$ cat src/rtl/line_delay_ctrl.sv
// Line-delay controller: pairs each pixel with the pixel in the same
// column of the previous line, using an external one-line sync FIFO.
module line_delay_ctrl #(
  parameter int DATA_WIDTH = 24,
  parameter int MAX_WIDTH  = 2048,
  parameter int CW         = 12
) (
  input  logic                  clk,
  input  logic                  rst_n,
  input  logic                  sof,
  input  logic [CW-1:0]         line_width,
  input  logic                  pix_vld,
  input  logic [DATA_WIDTH-1:0] pix_data,
  output logic                  fifo_wr_en,
  output logic [DATA_WIDTH-1:0] fifo_wr_data,
  output logic                  fifo_rd_en,
  input  logic [DATA_WIDTH-1:0] fifo_rd_data,
  input  logic                  fifo_full,
  input  logic                  fifo_empty,
  output logic                  out_vld,
  output logic [DATA_WIDTH-1:0] out_cur,
  output logic [DATA_WIDTH-1:0] out_prev,
  output logic                  out_prev_vld,
  output logic                  out_eol,
  output logic                  err
);

  typedef enum logic [1:0] {
    S_IDLE,
    S_FILL,
    S_RUN,
    S_FLUSH
  } state_t;

  localparam logic [CW-1:0] MAXW = CW'(MAX_WIDTH);

  state_t                r_state;
  state_t                w_nxt;
  state_t                w_mode;
  logic [CW-1:0]         r_width;
  logic [CW-1:0]         r_col;
  logic                  r_err;
  logic                  r_out_vld;
  logic [DATA_WIDTH-1:0] r_out_cur;
  logic                  r_out_pv;
  logic                  r_out_eol;

  logic                  w_wid_bad;
  logic [CW-1:0]         w_new_wid;
  logic                  w_go_flush;
  logic [CW-1:0]         w_col;
  logic [CW-1:0]         w_wid;
  logic [CW-1:0]         w_col_nxt;
  logic                  w_acc;
  logic                  w_wrap;
  logic                  w_rd_req;
  logic                  w_rd;
  logic                  w_wr;
  logic                  w_err_set;

  assign w_wid_bad = (line_width == '0) || (line_width > MAXW);
  assign w_new_wid = (line_width == '0) ? CW'(1)
                   : (line_width > MAXW) ? MAXW
                   : line_width;

  // sof re-targets the current cycle so a same-cycle pixel joins the new frame
  assign w_go_flush = sof && (r_state != S_IDLE) && !fifo_empty;
  assign w_mode = !sof      ? r_state
                : w_go_flush ? S_FLUSH
                : S_FILL;
  assign w_col = sof ? '0 : r_col;
  assign w_wid = sof ? w_new_wid : r_width;

  assign w_acc  = pix_vld && (w_mode == S_FILL || w_mode == S_RUN);
  assign w_wrap = w_acc && (w_col == w_wid - CW'(1));
  assign w_col_nxt = !w_acc ? w_col
                   : w_wrap ? '0
                   : w_col + CW'(1);

  assign w_rd_req = (w_acc && w_mode == S_RUN)
                 || (r_state == S_FLUSH && w_mode == S_FLUSH && !fifo_empty);

  always_ff @(posedge clk or negedge rst_n) begin
    if (!rst_n) begin
      r_state <= S_IDLE;
    end else begin
      r_state <= w_nxt;
    end
  end

  always_comb begin
    w_nxt = r_state;
    if (sof) begin
      w_nxt = w_go_flush ? S_FLUSH : (w_wrap ? S_RUN : S_FILL);
    end else begin
      case (r_state)
        S_IDLE:  w_nxt = S_IDLE;
        S_FILL:  w_nxt = w_wrap ? S_RUN : S_FILL;
        S_RUN:   w_nxt = S_RUN;
        S_FLUSH: w_nxt = fifo_empty ? S_FILL : S_FLUSH;
        default: w_nxt = S_IDLE;
      endcase
    end
  end

  // A paired read frees a slot, so full only blocks an unpaired write
  always_comb begin
    w_rd = rst_n && w_rd_req && !fifo_empty;
    w_wr = rst_n && w_acc && (!fifo_full || w_rd);
    w_err_set = (sof && w_wid_bad)
             || (pix_vld && w_mode == S_FLUSH)
             || (w_acc && fifo_full && !w_rd)
             || (w_rd_req && fifo_empty);
  end

  assign fifo_wr_en   = w_wr;
  assign fifo_wr_data = pix_data;
  assign fifo_rd_en   = w_rd;

  always_ff @(posedge clk or negedge rst_n) begin
    if (!rst_n) begin
      r_width   <= MAXW;
      r_col     <= '0;
      r_err     <= 1'b0;
      r_out_vld <= 1'b0;
      r_out_cur <= '0;
      r_out_pv  <= 1'b0;
      r_out_eol <= 1'b0;
    end else begin
      if (sof) begin
        r_width <= w_new_wid;
      end
      r_col     <= w_col_nxt;
      r_err     <= (r_err && !sof) || w_err_set;
      r_out_vld <= w_acc;
      if (w_acc) begin
        r_out_cur <= pix_data;
      end
      r_out_pv  <= w_acc && (w_mode == S_RUN);
      r_out_eol <= w_wrap;
    end
  end

  assign out_vld      = r_out_vld;
  assign out_cur      = r_out_cur;
  assign out_prev     = r_out_pv ? fifo_rd_data : '0;
  assign out_prev_vld = r_out_pv;
  assign out_eol      = r_out_eol;
  assign err          = r_err;

endmodule
$ cat config.mk
export PLATFORM = sky130hd
export DESIGN_NAME = line_delay_ctrl
export DESIGN_NICKNAME = d
export VERILOG_FILES = /design/src/rtl/line_delay_ctrl.sv
export SDC_FILE = /design/constraint.sdc
export NUM_CORES = 1
export LEC_CHECK = 0
export CAP_MARGIN = 10
export CELL_PAD_IN_SITES_DETAIL_PLACEMENT = 0
export CELL_PAD_IN_SITES_GLOBAL_PLACEMENT = 1
export CORE_MARGIN = 2
export CORE_UTILIZATION = 32
export DETAILED_ROUTE_END_ITERATION = 16
export PLACE_DENSITY_LB_ADDON = 0.1
export SYNTH_ARGS = -nofsm -noshare
export SYNTH_HDL_FRONTEND = slang
export SYNTH_SLANG_ARGS = --single-unit
export TNS_END_PERCENT = 20
$ cat constraint.sdc
create_clock -name clk -period 9.17 [get_ports clk]
set_clock_uncertainty 0.1 [all_clocks]
set_input_delay 1.834 -clock clk [delete_from_list [all_inputs] [get_ports clk]]
set_output_delay 1.834 -clock clk [all_outputs]
set_load 0.05 [all_outputs]
==> run_results.csv <==
group,metric,value,unit
run_status,outcome,"complete, no violations",
layout,antenna_cells,0,
setup_path,timing.critical_path.from,"sof",
place,dp_hpwl,6.409,mm
clock_tree,htree_levels,2,
yosys,number_of_instances_in_the_synthesized_netlist,382,
route,route.top_layer_used,"met4",
setup_path,worst_path_most_repeated_cell,"sky130_fd_sc_hd__clkdlybuf4s50_1",
place,detailedPlace.worstSlack,2.157,ns
sta,final_min_period_over_clock_period,0.7607,
floorplanning,dieWidth,104.3,um
floorplanning,core_region_area,9774,sq um
layout,final_layout_size_suffix_gt1_frac,0.04242,
layout,flow.area_growth_from_synthesis,45.10,%
floorplanning,die_height,104.3,um
setup_path,startpoint_type,"input pin",
layout,final_nets,564,
setup_path,timing.critical_path.fanout_max,48,
yosys,synth-main-ff-cell,"sky130_fd_sc_hd__dfrtp_1",
yosys,fraction_of_post_synthesis_cell_area_in_the_top_cell_type_by_area,0.4121,
sta,setup_tns,0,ns
sta,timing.final.max_slew_violations,0,
route,avgViaCountPerCell,4.702,
min_path,worstHoldPathType,"reg -> reg",
global_routing,grt.total_usage,0.1637,
clock_tree,tritoncts_num_sinks,54,
setup_path,r2r-start,"r_state[0]",
min_path,worstHoldStart,"out_cur[17]",
layout,fillers,973,
route,wl_met1,4.054,mm
route,wire_per_inst,13.89,um
clock_tree,total_setup_buffers_inserted_after_cts,0,
global_routing,grt_max_degree,57,
route,routed-via-count,2953,
route,routed-wl-met2,3.854,mm
yosys,postSynthNetCount,452,
floorplanning,std_cell_rows,36,
place,gp_congestion,0.7976,
setup_path,critical_path_buf_inv_count,4,
run,max_cap_violations,0,
yosys,yosys-top-cells-area,"sky130_fd_sc_hd__dfrtp_1 (41%), sky130_fd_sc_hd__nand2_1 (11%), sky130_fd_sc_hd__buf_4 (5.8%)",
floorplanning,die_area,10870,sq um
layout,final_cell_area,4669,sq um
setup_path,critical_path.endpoint_type,"primary output",
place,port_buffers,143,
sta,grt_setup_unrepaired,"no",
place,postPlaceCellArea,4574,sq um
route,detail_route.wirelength,8.721,mm
yosys,yosys.cell_types.count,51,
setup_path,cpMaxStageDelayCell,"sky130_fd_sc_hd__clkdlybuf4s50_1",
clock_tree,worst_setup_hold_path_clk_slew,0.10,ns
floorplanning,effective_utilization_at_floorplan,0.3292,
sta,setup_viol_count_final,0,
global_routing,number_of_global_route_vias_before_repair,2974,
setup_path,worst-r2r-setup-slack,5.49,ns
sta,timing.max_slew.rel_slack,0.3478,
clock_tree,clock_tree_from_tritoncts,"done",
clock_tree,cts.repair.resized,0,
setup_path,delay_of_the_slowest_cell_on_the_worst_path,0.80,ns
route,drt-initial-drc-count,198,
pwr,worst_case_vdd_ir_drop,0.07918,mV
route,detail_route.first_pass.iterations,4,
yosys,average_size_of_a_mapped_cell,8.424,sq um
global_routing,grt_overflow_total,0,
floorplanning,io_pins,144,
setup_path,critical_path_class,"in -> out",
global_routing,grt_antenna_before_repair,0,
clock_tree,tritoncts.num_buffers,5,
yosys,ys_ff_latch,54,
setup_path,critical_path.cell_chain,"clkdlybuf4s50_1, buf_4, or2_2, ha_1, nand2_1, inv_1, and3_1, clkdlybuf4s50_1",
pwr,total_power,0.0006771,W
yosys,synth_edf_count,0,
sta,worst_slew_pin_slew,0.9773,ns
yosys,yosys_warnings,0,
yosys,netlist.top_cell.by_area,"sky130_fd_sc_hd__dfrtp_1",
yosys,synth_sequential_area_ratio,0.4203,
sta,hold_viol,0,
sta,min_period,6.975,ns
setup_path,data_required_critical_path,7.24,ns
pwr,power.static_leakage,2.010,nW
clock_tree,ctsLongestPathBuffers,2,
route,detail-route-antenna-nets,0,
route,met3_wirelength,652,um
clock_tree,clk_latency,0.32,ns
clock_tree,cts_root_buffer,"sky130_fd_sc_hd__clkbuf_8",
route,route.detailed.drc,0,
setup_path,crit_family,"buffers and inverters",
sta,clock.fmax,143.4,MHz
yosys,synthesis.area,3218,sq um
pwr,power_density,145.0,nW/um^2
sta,fin_ws,2.195,ns
setup_path,critPathArrivalTime,5.04,ns
yosys,async_reset_ff_frac,1.000,
clock_tree,hold_buffers,0,
global_routing,grt_first_pass_wirelength,14.68,mm
[metrics by stage]
step / util / std cells / hold WS (ns)
6_report: 0.4777 / 628 / 0.3832
5_1_grt: 0.4777 / 628 / 0.4178
4_1_cts: 0.4777 / 628 / 0.3914
3_5_place_dp: 0.4680 / 620 / 0.3623
3_3_place_gp: 0.4680 / 620 / 0.3564
2_1_floorplan: - / 382 / 0.3970
[synthesized netlist by cell type, types with 3 or more instances]
| library cell | instances |
|---|---|
| sky130_fd_sc_hd__nand2_1 | 94 |
| sky130_fd_sc_hd__buf_2 | 3 |
| sky130_fd_sc_hd__a31oi_1 | 3 |
| sky130_fd_sc_hd__and2_1 | 24 |
| sky130_fd_sc_hd__buf_4 | 25 |
| sky130_fd_sc_hd__nand4_1 | 8 |
| sky130_fd_sc_hd__ha_1 | 4 |
| sky130_fd_sc_hd__nor2b_1 | 5 |
| sky130_fd_sc_hd__nand3_1 | 5 |
| sky130_fd_sc_hd__o41ai_1 | 3 |
| sky130_fd_sc_hd__xnor2_1 | 11 |
| sky130_fd_sc_hd__nor4_1 | 6 |
| sky130_fd_sc_hd__clkbuf_1 | 9 |
| sky130_fd_sc_hd__buf_1 | 3 |
| sky130_fd_sc_hd__nor2_1 | 15 |
| sky130_fd_sc_hd__nand3b_1 | 8 |
| sky130_fd_sc_hd__and3_1 | 6 |
| sky130_fd_sc_hd__nand2b_1 | 4 |
| sky130_fd_sc_hd__o22ai_1 | 3 |
| sky130_fd_sc_hd__xor2_1 | 14 |
| sky130_fd_sc_hd__dfrtp_1 | 53 |
| sky130_fd_sc_hd__inv_1 | 13 |
| sky130_fd_sc_hd__nor3_1 | 12 |
| sky130_fd_sc_hd__a21oi_1 | 6 |
| sky130_fd_sc_hd__o21ai_0 | 15 |
[cells in the final DEF (no fill, tap or decap), drive strengths merged, types with 3 or more instances in the layout]
master | netlist | routed
clkdlybuf4s50 | 0 | 142
nand2 | 94 | 94
dfrtp | 53 | 53
and2 | 24 | 24
inv | 14 | 17
o21ai | 16 | 16
nor2 | 15 | 15
xor2 | 14 | 14
nor3 | 13 | 13
xnor2 | 11 | 11
nand3b | 8 | 8
nand4 | 8 | 8
a21oi | 7 | 7
nor4 | 6 | 6
and3 | 6 | 6
nor2b | 5 | 5
nand3 | 5 | 5
clkbuf | 9 | 5
nand2b | 4 | 4
ha | 4 | 4
buf | 32 | 4
a31oi | 3 | 3
o22ai | 3 | 3
o41ai | 3 | 3
[registers in the layout, summed over array words and instances, names as in the netlist]
signal	flops
r_width	12
out_vld	1
r_state	2
out_eol	1
out_prev_vld	1
out_cur	24
r_col	12
err	1
[worst reg2reg max path: stages, from the launching register on]
cell                      delay, ns
sky130_fd_sc_hd__dfrtp_1       0.44
sky130_fd_sc_hd__or2_2         0.32
sky130_fd_sc_hd__ha_1          0.30
sky130_fd_sc_hd__nand2_1       0.06
sky130_fd_sc_hd__inv_1         0.71
sky130_fd_sc_hd__nand3_1       0.19
sky130_fd_sc_hd__or4_1         0.58
sky130_fd_sc_hd__nor3_2        0.70
sky130_fd_sc_hd__nor3_1        0.12
[where the power goes]
group          switching (W)  leakage, nW  internal [W]  total [W]
combinational       0.000158         1.27     0.0000942   0.000253
sequential         0.0000149        0.689      0.000263   0.000278
clock              0.0000896       0.0495     0.0000570   0.000147
total               0.000263         2.01      0.000414   0.000677
[metal layers]
layer	up-vias	global-route usage
met5	-	0
met4	0	0.05116
met3	14	0.05388
met2	109	0.2572
met1	1356	0.2129
li1	1474	-
[cell type report]
type / count / area (sq um) / area share
flip-flops and latches: 54 / 1353 / 0.2897
inverters: 14 / 52.55 / 0.01125
multi-input cells: 273 / 1554 / 0.3328
well taps: 133 / 166.4 / 0.03564
clock inverters: 3 / 26.28 / 0.005627
clock buffers: 5 / 68.82 / 0.01474
repair buffers: 146 / 1449 / 0.3103
[final timing paths]
check,to,cells after the start
worst min register to register,out_cur[17],2
worst min-delay path,out_cur[17],2
worst max-delay path,fifo_wr_en,8
worst max register to register,r_col[7],8
min in group asynchronous,r_width[9],2
max in group asynchronous,out_cur[23],2
[cell families (layout without fill, tap and decap cells)]
| kind of cell | count (synthesis) | count (layout) | synth area share |
|---|---|---|---|
| AO/OA/AOI/OAI | 46 | 46 | 0.09487 |
| buffers and inverters | 55 | 168 | 0.09681 |
| flip-flops | 54 | 54 | 0.4203 |
| AND/OR/NAND/NOR | 196 | 196 | 0.2978 |
| multiplexers | 2 | 2 | 0.006610 |
| XOR/XNOR | 25 | 25 | 0.06804 |
| adder cells (fa/ha/maj) | 4 | 4 | 0.01555 |
Power figures use the tool's default switching activity.
